<file path="config.mk">
export PLATFORM = sky130hd
export DESIGN_NAME = router_pkt_fifo_flat
export DESIGN_NICKNAME = d
export VERILOG_FILES = /design/src/rtl/router_pkt_fifo_if.sv /design/src/rtl/router_pkt_fifo.sv /design/src/flat_wrapper.sv
export SDC_FILE = /design/constraint.sdc
export NUM_CORES = 1
export LEC_CHECK = 0
export ABC_AREA = 0
export CORE_ASPECT_RATIO = 1.4
export CORE_MARGIN = 8
export CORE_UTILIZATION = 55
export DETAILED_ROUTE_END_ITERATION = 16
export PLACE_DENSITY_LB_ADDON = 0.12
export SETUP_SLACK_MARGIN = 0.15
export SLEW_MARGIN = 20
export SYNTH_ARGS = -nofsm -noshare
export SYNTH_HDL_FRONTEND = slang
export SYNTH_SLANG_ARGS = --single-unit
</file>
<file path="constraint.sdc">
create_clock -name clk -period 3.95 [get_ports clk]
set_input_delay 0.395 -clock clk [delete_from_list [all_inputs] [get_ports clk]]
set_output_delay 0.395 -clock clk [all_outputs]
set_load 0.01 [all_outputs]
</file>
<file path="src/rtl/router_pkt_fifo_if.sv">
// Write/read handshake and status bundle for router_pkt_fifo.
// The master side drives requests; the slave side is the FIFO.
interface router_pkt_fifo_if #(
  parameter int unsigned DATA_W = 8,
  parameter int unsigned DEPTH  = 16,
  parameter int unsigned LEN_W  = 6
);
  localparam int unsigned CNT_W = $clog2(DEPTH) + 1;

  logic              wr_en;
  logic              lfd_state;
  logic [DATA_W-1:0] din;
  logic              rd_en;
  logic [DATA_W-1:0] dout;
  logic              dout_valid;
  logic              full;
  logic              empty;
  logic              almost_full;
  logic [CNT_W-1:0]  count;
  logic              pkt_active;
  logic [LEN_W:0]    pkt_remaining;
  logic              overflow;
  logic              pkt_err;

  modport master (
    output wr_en, lfd_state, din, rd_en,
    input  dout, dout_valid, full, empty, almost_full, count,
    input  pkt_active, pkt_remaining, overflow, pkt_err
  );

  modport slave (
    input  wr_en, lfd_state, din, rd_en,
    output dout, dout_valid, full, empty, almost_full, count,
    output pkt_active, pkt_remaining, overflow, pkt_err
  );
endinterface

</file>
<file path="src/rtl/router_pkt_fifo.sv">
// Packet FIFO for the router datapath. Each entry carries a header marker so
// the read side can track how many words of the current packet remain.
module router_pkt_fifo #(
  parameter int unsigned DATA_W   = 8,
  parameter int unsigned DEPTH    = 16,
  parameter int unsigned LEN_LSB  = 2,
  parameter int unsigned LEN_W    = 6,
  parameter int unsigned AF_LEVEL = 14
) (
  input logic               clk,
  input logic               rst,
  input logic               soft_rst,
  router_pkt_fifo_if.slave  bus
);
  localparam int unsigned AW    = $clog2(DEPTH);
  localparam int unsigned CNT_W = AW + 1;
  localparam int unsigned REM_W = LEN_W + 1;

  logic [DATA_W:0]     mem [DEPTH];
  logic [AW-1:0]       wr_ptr_q;
  logic [AW-1:0]       rd_ptr_q;
  logic [CNT_W-1:0]    count_q;
  logic [REM_W-1:0]    pkt_rem_q;
  logic [DATA_W-1:0]   dout_q;
  logic                dout_valid_q;
  logic                overflow_q;
  logic                pkt_err_q;

  logic                full;
  logic                empty;
  logic                wr_acc;
  logic                rd_acc;
  logic [DATA_W:0]     rd_entry;
  logic                rd_hdr;
  logic [LEN_W-1:0]    rd_len;

  assign full     = (count_q == CNT_W'(DEPTH));
  assign empty    = (count_q == '0);
  // Acceptance uses pre-edge status, so a full FIFO refuses a write even
  // when a read happens in the same cycle.
  assign wr_acc   = bus.wr_en && !full;
  assign rd_acc   = bus.rd_en && !empty;
  assign rd_entry = mem[rd_ptr_q];
  assign rd_hdr   = rd_entry[DATA_W];
  assign rd_len   = rd_entry[LEN_LSB +: LEN_W];

  // Storage array; contents survive both resets.
  always_ff @(posedge clk) begin
    if (wr_acc && !soft_rst) begin
      mem[wr_ptr_q] <= {bus.lfd_state, bus.din};
    end
  end

  // Pointers, occupancy, read data and packet tracking.
  always_ff @(posedge clk or negedge rst) begin
    if (!rst) begin
      wr_ptr_q     <= '0;
      rd_ptr_q     <= '0;
      count_q      <= '0;
      pkt_rem_q    <= '0;
      dout_q       <= '0;
      dout_valid_q <= 1'b0;
      overflow_q   <= 1'b0;
      pkt_err_q    <= 1'b0;
    end else if (soft_rst) begin
      wr_ptr_q     <= '0;
      rd_ptr_q     <= '0;
      count_q      <= '0;
      pkt_rem_q    <= '0;
      dout_q       <= '0;
      dout_valid_q <= 1'b0;
      overflow_q   <= 1'b0;
      pkt_err_q    <= 1'b0;
    end else begin
      dout_valid_q <= rd_acc;
      pkt_err_q    <= 1'b0;

      if (wr_acc) begin
        wr_ptr_q <= wr_ptr_q + AW'(1);
      end
      if (bus.wr_en && full) begin
        overflow_q <= 1'b1;
      end

      if (rd_acc) begin
        rd_ptr_q <= rd_ptr_q + AW'(1);
        dout_q   <= rd_entry[DATA_W-1:0];
        if (rd_hdr) begin
          // Payload length plus the trailing parity word.
          pkt_rem_q <= {1'b0, rd_len} + REM_W'(1);
          pkt_err_q <= (pkt_rem_q != '0);
        end else if (pkt_rem_q != '0) begin
          pkt_rem_q <= pkt_rem_q - REM_W'(1);
        end
      end

      unique case ({wr_acc, rd_acc})
        2'b10:   count_q <= count_q + CNT_W'(1);
        2'b01:   count_q <= count_q - CNT_W'(1);
        default: count_q <= count_q;
      endcase
    end
  end

  assign bus.dout          = dout_q;
  assign bus.dout_valid    = dout_valid_q;
  assign bus.full          = full;
  assign bus.empty         = empty;
  assign bus.almost_full   = (count_q >= CNT_W'(AF_LEVEL));
  assign bus.count         = count_q;
  assign bus.pkt_active    = (pkt_rem_q != '0);
  assign bus.pkt_remaining = pkt_rem_q;
  assign bus.overflow      = overflow_q;
  assign bus.pkt_err       = pkt_err_q;
endmodule
</file>
<file path="src/flat_wrapper.sv">
// flat-port wrapper written by rule: the top's interface ports become plain ports
module router_pkt_fifo_flat 
#(
  parameter int unsigned DATA_W   = 8,
  parameter int unsigned DEPTH    = 16,
  parameter int unsigned LEN_LSB  = 2,
  parameter int unsigned LEN_W    = 6,
  parameter int unsigned AF_LEVEL = 14
)
  (clk, rst, soft_rst, bus_wr_en, bus_lfd_state, bus_din, bus_rd_en, bus_dout, bus_dout_valid, bus_full, bus_empty, bus_almost_full, bus_count, bus_pkt_active, bus_pkt_remaining, bus_overflow, bus_pkt_err);
  router_pkt_fifo_if #(.DATA_W(DATA_W), .DEPTH(DEPTH), .LEN_W(LEN_W)) bus_i ();
  input logic clk;
  input logic rst;
  input logic soft_rst;
  input wire logic [$bits(bus_i.wr_en)-1:0] bus_wr_en;
  input wire logic [$bits(bus_i.lfd_state)-1:0] bus_lfd_state;
  input wire logic [$bits(bus_i.din)-1:0] bus_din;
  input wire logic [$bits(bus_i.rd_en)-1:0] bus_rd_en;
  output wire logic [$bits(bus_i.dout)-1:0] bus_dout;
  output wire logic [$bits(bus_i.dout_valid)-1:0] bus_dout_valid;
  output wire logic [$bits(bus_i.full)-1:0] bus_full;
  output wire logic [$bits(bus_i.empty)-1:0] bus_empty;
  output wire logic [$bits(bus_i.almost_full)-1:0] bus_almost_full;
  output wire logic [$bits(bus_i.count)-1:0] bus_count;
  output wire logic [$bits(bus_i.pkt_active)-1:0] bus_pkt_active;
  output wire logic [$bits(bus_i.pkt_remaining)-1:0] bus_pkt_remaining;
  output wire logic [$bits(bus_i.overflow)-1:0] bus_overflow;
  output wire logic [$bits(bus_i.pkt_err)-1:0] bus_pkt_err;
  assign bus_i.wr_en = bus_wr_en;
  assign bus_i.lfd_state = bus_lfd_state;
  assign bus_i.din = bus_din;
  assign bus_i.rd_en = bus_rd_en;
  assign bus_dout = bus_i.dout;
  assign bus_dout_valid = bus_i.dout_valid;
  assign bus_full = bus_i.full;
  assign bus_empty = bus_i.empty;
  assign bus_almost_full = bus_i.almost_full;
  assign bus_count = bus_i.count;
  assign bus_pkt_active = bus_i.pkt_active;
  assign bus_pkt_remaining = bus_i.pkt_remaining;
  assign bus_overflow = bus_i.overflow;
  assign bus_pkt_err = bus_i.pkt_err;
  router_pkt_fifo #(.DATA_W(DATA_W), .DEPTH(DEPTH), .LEN_LSB(LEN_LSB), .LEN_W(LEN_W), .AF_LEVEL(AF_LEVEL)) u_core (.clk(clk), .rst(rst), .soft_rst(soft_rst), .bus(bus_i));
endmodule
</file>
==> results of run 1 <==
==> worst max-delay path: cells and delay by family, from the launching register on <==
family | cells | cell delay [ns]
AOI/OAI and AO/OA | 1 | 0.22
xor gates and xnor gates | 2 | 0.28
adders and majority gates | 1 | 0.21
buffers and inverters | 1 | 0.12
DFF | 1 | 0.46
muxes | 1 | 0.25
and+or+nand+nor | 6 | 1.45
==> layout by cell type, fill, tap and decap left out, drive strengths merged, types with 7 or more instances in the layout <==
| cell | instances |
|---|---|
| clkbuf | 21 |
| clkdlybuf4s50 | 40 |
| nand2 | 41 |
| nand3 | 13 |
| ha | 9 |
| nor3 | 7 |
| buf | 14 |
| dfrtp | 31 |
| o21ai | 10 |
| inv | 11 |
| xor2 | 7 |
| xnor2 | 8 |
| edfxtp | 144 |
| nor2 | 44 |
| a21oi | 18 |
| mux4 | 39 |
==> power by group through the flow <==
stage | sequential (uW) | clock, uW | combinational, uW
3_3_place_gp | 2340 | 0 | 1620
6_report | 2310 | 1630 | 1640
4_1_cts | 2310 | 1660 | 1660
3_5_place_dp | 2350 | 0 | 1640
5_1_grt | 2340 | 1730 | 1820
2_1_floorplan | 2280 | 0 | 1190
==> sequential cells by signal, indices dropped and copies added, names as in the netlist <==
name	count
u_core.mem	144
u_core.bus.dout	8
u_core.bus.pkt_remaining	7
u_core.bus.count	5
u_core.rd_ptr_q	4
u_core.wr_ptr_q	4
u_core.bus.dout_valid	1
u_core.bus.overflow	1
u_core.bus.pkt_err	1
==> metrics by stage <==
step	hold WS, ns	std cells
global route	0.3927	693
floorplan	0.09941	448
finish	0.3729	693
CTS	0.3827	693
global placement	0.4871	661
detailed placement	0.4899	661
==> final timing paths <==
kind                                startpoint             endpoint  slack, ns  cells after the start
hold reg to reg            u_core.bus.overflow  u_core.bus.overflow       0.50                      2
hold / removal                             rst  u_core.bus.count[3]       0.37                      2
max in group asynchronous                  rst   u_core.rd_ptr_q[0]       3.26                      2
setup / recovery           u_core.bus.count[1]  u_core.bus.count[4]       0.84                     12
min in group clk           u_core.bus.overflow  u_core.bus.overflow       0.50                      2
setup reg to reg           u_core.bus.count[1]  u_core.bus.count[4]       0.84                     12
==> per-layer routing <==
metal | vias up | track usage [%] | share of wire (%)
met5 | - | 0 | 0
met4 | 0 | 5.478 | 1.2
met3 | 13 | 4.165 | 4.9
met2 | 109 | 30.82 | 54
met1 | 2048 | 21.44 | 40
li1 | 1830 | - | -
==> layout make-up <==
| cell class | instances | area (sq um) | area share (%) |
|---|---|---|---|
| Sequential cell | 175 | 5101 | 59.86 |
| Inverter | 8 | 30.03 | 0.3524 |
| Multi-Input combinational cell | 242 | 2072 | 24.31 |
| Timing Repair Buffer | 54 | 505.5 | 5.932 |
| Tap cell | 182 | 227.7 | 2.672 |
| Clock inverter | 11 | 102.6 | 1.204 |
| Clock buffer | 21 | 483.0 | 5.667 |
==> kinds of logic (layout without fill, tap and decap cells) <==
kind of cell,count (synthesis),count (layout),synth area share (%)
AO/OA/AOI/OAI,49,49,4.040
XOR/XNOR,15,15,1.790
adder cells (fa/ha/maj),9,9,1.534
buffers and inverters,31,94,2.318
flip-flops,175,175,69.49
multiplexers,44,44,13.31
AND/OR/NAND/NOR,125,125,7.518
==> key figures, run 1 <==
Global route
  • Initial antenna violation count: 0
  • Tot GR Track Use: around 18%
  • Global route overflow: 0
  • Number of global-route vias before repair: just over 4k
  • Largest net degree at the start of global routing: 32
  • Global-route wire length before repair: 23280 um

Clocking
  • Clock Sinks: between 150 and 200
  • Num CTS Buffers: 17
  • Number of gates resized after CTS: 0
  • Worst-path clk slew: around 0.06 ns
  • Hold_buf cts: 0
  • CTS tree: built
  • Clock root buffer: clkbuf_16
  • Post-CTS Repair Setup Buffers: 0
  • Worst skew pair latency: 0.42 ns
  • Htree depth: 4
  • Clock Path Buffers: 2

Synth
  • Number of library cell types mapped by synthesis: 42
  • Mapped Cells: around 450
  • Sequential fraction of the synthesis area: a little over two thirds
  • Syn. warnings: 0
  • Most frequent cells after synthesis: edfxtp_1, nor2_1, nand2_1
  • Post-synth EDFFs: 144
  • Syn_area_per_cell: roughly 16 sq um
  • Ys async rst share: between 10% and 20%
  • Synth Cell Area: approximately 7300 sq um
  • Ranking of synthesized cells by area: edfxtp_1, dfrtp_1, mux4_2, mux4_1, nor2_1
  • Syn nets: between 400 and 500
  • Flops & latches, synth: 175
  • Synth top area share: approximately three fifths
  • Main flop type after synthesis: edfxtp_1
  • Most frequent cell after synthesis: edfxtp_1
  • Yosys top cell by area: edfxtp_1

STA
  • Relative slew margins: roughly 28%
  • Worst Slack Setup Final: 0.8367 ns
  • Clock Skew: ~0.0097 ns
  • TNS Setup: 0 ns
  • Slew @ Worst Pin: approximately 1.1 ns
  • RSZ-0062 raised after global routing: no
  • Final slew viol count: 0
  • Post-layout min period: just over 3 ns
  • Highest achievable clock rate: 321.2 MHz
  • Fin crit share: around 79%
  • Fin. Hold Viols: 0
  • Final setup violation count: 0

Status
  • Status: finished, final reports clean

Routing
  • Routed wire per std cell: 21.01 um
  • DRT iter0 DRCs: between 300 and 400
  • First-pass iteration count of the detailed router: 4
  • WL final: between 10000 and 15000 um
  • DRC Markers: 0
  • Vias per cell: around 5.8
  • Routed Antenna Nets: 0
  • Via Count: about 4k

Power and ir drop
  • Cell Pwr Density: roughly 660 nW/um^2
  • Sw Share: between 30% and 40%
  • Total power: 5582 uW
  • Psw: roughly 1700 uW
  • Combinational share of power: between 20% and 30%
  • Peak VDD IR: around 350 uV
  • Pint: ~3900 uW
  • Leak Pwr: 0.002913 uW
  • Reg power frac: 41.4%
  • Clock share of power: between 20% and 30%

Die
  • IO Pins: 41
  • Starting Density: 55.60%
  • DIE WIDTH: around 110 um
  • Die area: between 15000 and 20000 sq um
  • Rows: 50
  • Die Y: around 150 um
  • Core footprint: about 13000 sq um

Worst setup path
  • Worst path cell trace: or4_1 -> nor2_1 -> nor2b_2 -> nand2_1 -> inv_1 -> xnor2_1 -> ha_1 -> or3_1 -> a31oi_1 -> mux2i_1 -> xnor2_1 -> nor2_1
  • Critical path arrival: ~3.4 ns
  • CP Data Required Time: around 4.2 ns
  • Startpoint types: register
  • Slowest stage cell, crit path: or4_1
  • Crit-path max cell delay: 0.57 ns
  • Crit. End Element: register
  • Crit path max fanout: 16
  • Worst setup path category: register to register

Placed design
  • Post-DP Area: around 7900 sq um
  • RePlAce Congestion: around 0.78
  • Post-DP HPWL: slightly below 10000 um
  • Place WS: between 0.2 and 0.3 ns
  • Port Buffer Count: 40

Layout
  • Antenna cells: 0
  • Layout cells sized above 1: approximately 14%
  • Filler cell count: roughly 900
  • Nets: approximately 520
  • Design Area, Final: ~8500 sq um
  • Synth-to-Final Area Change: 16.11%
  • Util after Layout: ~65%

Min path
  • Hold Crit Class: primary input to async pin

Job
  • Max Cap Viol: 0
(Power assumes the default switching activity.)
==> run 2, diff against run 1 <==
--- a/config.mk
+++ b/config.mk
@@ -8,7 +8,7 @@
 export ABC_AREA = 0
 export CORE_ASPECT_RATIO = 1.4
 export CORE_MARGIN = 8
-export CORE_UTILIZATION = 55
+export CORE_UTILIZATION = 54
 export DETAILED_ROUTE_END_ITERATION = 16
 export PLACE_DENSITY_LB_ADDON = 0.12
 export SETUP_SLACK_MARGIN = 0.15
==> constraint.sdc (replaced) <==
create_clock -name clk -period 2.7 [get_ports clk]
set_input_delay 0.27 -clock clk [delete_from_list [all_inputs] [get_ports clk]]
set_output_delay 0.27 -clock clk [all_outputs]
set_load 0.01 [all_outputs]
==> run 2 against run 1 <==
Net effect: die area is 1.6% higher; total power up 57%; cell area increased by 5.6%; largest cell class unchanged; hold slack lost 0.12 ns; largest power group unchanged; first-iteration DRC count is 2.5% higher.
==> key figures, run 2 (synthesis results as in run 1) <==
Layout
  • Layout cells sized above 1: 24.64% (was 14.48%)
  • Nets: 566 (was 521)
  • Commonest non-fill, non-tap cells in the layout: edfxtp_1, buf_4, nor2_1, nand2_1, clkdlybuf4s50_1 (was edfxtp_1, nor2_1, nand2_1, clkdlybuf4s50_1, dfrtp_1)
  • Max reg flops: 144 (unchanged)
  • Antenna cells: 0 (unchanged)
  • Synth-to-Final Area Change: 22.57% (was 16.11%)
  • Final non-filler cell total: 738 (was 693)
  • Largest Register: u_core.mem (unchanged)
  • Commonest non-fill, non-tap cell in the layout: edfxtp_1 (unchanged)

Routing
  • First-pass iteration count of the detailed router: 7 (was 4)
  • DRC Markers: 0 (unchanged)
  • Routed met2 length: 8499 um (was 7855 um)
  • Routed Antenna Nets: 0 (unchanged)
  • WL final: 15970 um (was 14560 um)
  • Routed wl met3: 682 um (was 711 um)
  • WL met1: 6527 um (was 5825 um)
  • Top sig layer: met4 (unchanged)
  • Routed wire per std cell: 21.64 um (was 21.01 um)
  • Via Count: 4241 (was 4000)
  • DRT iter0 DRCs: 327 (was 319)
  • Vias per cell: 5.747 (was 5.772)

Die
  • DIE WIDTH: 114.5 um (was 113.6 um)
  • Core footprint: 13330 sq um (was 13200 sq um)
  • Starting Density: 55.08% (was 55.60%)
  • Rows: 50 (unchanged)
  • IO Pins: 41 (unchanged)
  • Die Y: 153.9 um (was 152.7 um)
  • Die area: 17630 sq um (was 17350 sq um)

Placed design
  • RePlAce Congestion: 0.8044 (was 0.7752)
  • Placed Cells: 694 (was 661)
  • Port Buffer Count: 40 (unchanged)
  • Post-DP HPWL: 10590 um (was 9716 um)
  • Place WS: -0.02032 ns (was 0.2525 ns)

Worst setup path
  • Critical path arrival: 2.99 ns (was 3.41 ns)
  • CP Data Required Time: 2.99 ns (was 4.24 ns)
  • Startpoint types: register (unchanged)
  • Crit path max-delay family: simple AND/OR/NAND/NOR gates (unchanged)
  • Slowest stage cell, crit path: or4_4 (was or4_1)
  • Reg2reg start: u_core.bus.count[1] (unchanged)
  • FF-to-FF setup slack: 0.006 ns (was 0.84 ns)
  • Worst setup path category: register to register (unchanged)
  • CP Launch Point: u_core.bus.count[1] (unchanged)
  • Crit-path max cell delay: 0.56 ns (was 0.57 ns)
  • Crit path max fanout: 3 (was 16)
  • Worst reg2reg path endpoint: u_core.bus.count[4] (unchanged)
  • Path depth of the worst reg2reg path: 12 (unchanged)
  • CP most frequent cell: xnor2_1
  • Worst path cell trace: or4_4 -> nor2_4 -> nor2b_2 -> nand2_2 -> inv_2 -> xnor2_1 -> ha_2 -> or3_4 -> a31oi_4 -> mux2i_2 -> xnor2_1 -> nor2_1 (was or4_1 -> nor2_1 -> nor2b_2 -> nand2_1 -> inv_1 -> xnor2_1 -> ha_1 -> or3_1 -> a31oi_1 -> mux2i_1 -> xnor2_1 -> nor2_1)
  • Crit. End Element: register (unchanged)
  • Buf/Inv on CP: 1 (unchanged)
  • Crit. path cell count: 12 (unchanged)

STA
  • Fin crit share: 99.76% (was 78.82%)
  • Highest achievable clock rate: 371.2 MHz (was 321.2 MHz)
  • RSZ-0062 raised after global routing: yes (was no)
  • Final setup violation count: 0 (unchanged)
  • Slew @ Worst Pin: 0.5565 ns (was 1.077 ns)
  • Final slew viol count: 0 (unchanged)
  • Worst Slack Setup Final: 0.006347 ns (was 0.8367 ns)
  • Clock Skew: 0.007559 ns (was 0.009674 ns)
  • Post-layout min period: 2.694 ns (was 3.113 ns)
  • Relative slew margins: 62.78% (was 27.94%)
  • Fin. Hold Viols: 0 (unchanged)

Status
  • Status: finished, final reports clean (unchanged)

Clocking
  • Clock Path Buffers: 2 (unchanged)
  • Num CTS Buffers: 17 (unchanged)
  • CTS tree: built (unchanged)
  • Htree depth: 4 (unchanged)
  • Worst skew pair latency: 0.42 ns (about the same)
  • Clock root buffer: clkbuf_16 (unchanged)
  • Hold_buf cts: 0 (unchanged)
  • Clock Sinks: 175 (unchanged)
  • Worst-path clk slew: 0.07 ns (was 0.06 ns)

Job
  • Max Cap Viol: 0 (unchanged)

Min path
  • Hold Crit Class: primary input to async pin (unchanged)

Global route
  • Initial antenna violation count: 0 (unchanged)
  • Global route overflow: 0 (unchanged)
  • Tot GR Track Use: 18.84% (was 17.82%)
  • Largest net degree at the start of global routing: 32 (unchanged)
  • Global-route wire length before repair: 24430 um (was 23280 um)
  • Number of global-route vias before repair: 4347 (was 4124)

Power and ir drop
  • Leak Pwr: 0.003161 uW (was 0.002913 uW)
  • Peak VDD IR: 565.3 uV (was 351.4 uV)
  • Cell Pwr Density: 975.8 nW/um^2 (was 655.0 nW/um^2)
[run 2: cell types whose count changed in the layout (fill, tap and decap cells not counted), sizes merged]
cell,change
clkbuf,+2
buf,+45
bufinv,-1
inv,-1
[run 2: worst reg2reg max path: cells and delay by family, from the launching register on]
family / cells / cell delay (ns)
adders and majority gates: 1 / 0.18
muxes: 1 / 0.26
DFF: 1 / 0.42
AOI/OAI and AO/OA: 1 / 0.16
xor gates and xnor gates: 2 / 0.26
and+or+nand+nor: 6 / 1.23
buffers and inverters: 1 / 0.06
[run 2: timing repair]
| action | in CTS | in global routing |
|---|---|---|
| gates resized for setup | 7 | 8 |
| pin swaps | 5 | 6 |
| buffers inserted | 1 | 11 |
| cloned | 0 | 0 |
| endpoints found under the setup margin | 5 | 6 |
[run 2: per-layer routing]
metal / vias up / track usage [%]
met5: - / 0
met3: 21 / 3.332
met4: 0 / 7.702
met1: 2173 / 22.88
li1: 1920 / -
met2: 127 / 32.28
[run 2: layout make-up]
cell class / count / area, sq um
repair buffers: 99 / 868.3
clock inverters: 9 / 62.56
multi-input cells: 242 / 2145
flip-flops and latches: 175 / 5109
fillers: 952 / 4329
inverters: 8 / 30.03
well taps: 182 / 227.7
clock buffers: 23 / 554.3
[run 2: report_power, final]
part | switching (uW) | leakage (uW) | internal (uW)
Combinational | 1450 | 0.00115 | 1560
Sequential | 194 | 0.00171 | 3110
Clock | 999 | 0.000305 | 1460
Total | 2650 | 0.00316 | 6130
[run 2: worst max-delay path by stage]
stage	end	slack [ns]
floorplan	u_core.bus.count[4]	-0.08
global placement	u_core.bus.count[4]	0.12
detailed placement	u_core.bus.count[4]	-0.02
CTS	u_core.bus.count[4]	-0.002
global route	u_core.bus.count[4]	-0.09
finish	u_core.bus.count[4]	0.006
[run 2: metrics by stage]
stage / hold slack, ns / area, sq um / TNS (ns) / total power, uW / util, %
final: 0.2500 / 8996 / 0 / 8779 / 67.51
after global routing: 0.2797 / 8996 / -0.08657 / 9207 / 67.51
after CTS: 0.2465 / 8882 / -0.001660 / 8657 / 66.66
after detailed placement: 0.4840 / 8225 / -0.02032 / 6141 / 61.73
after global placement: 0.4887 / 8225 / 0 / 6075 / 61.73
after floorplan: -0.02559 / 7370 / -0.07766 / 5135 / -
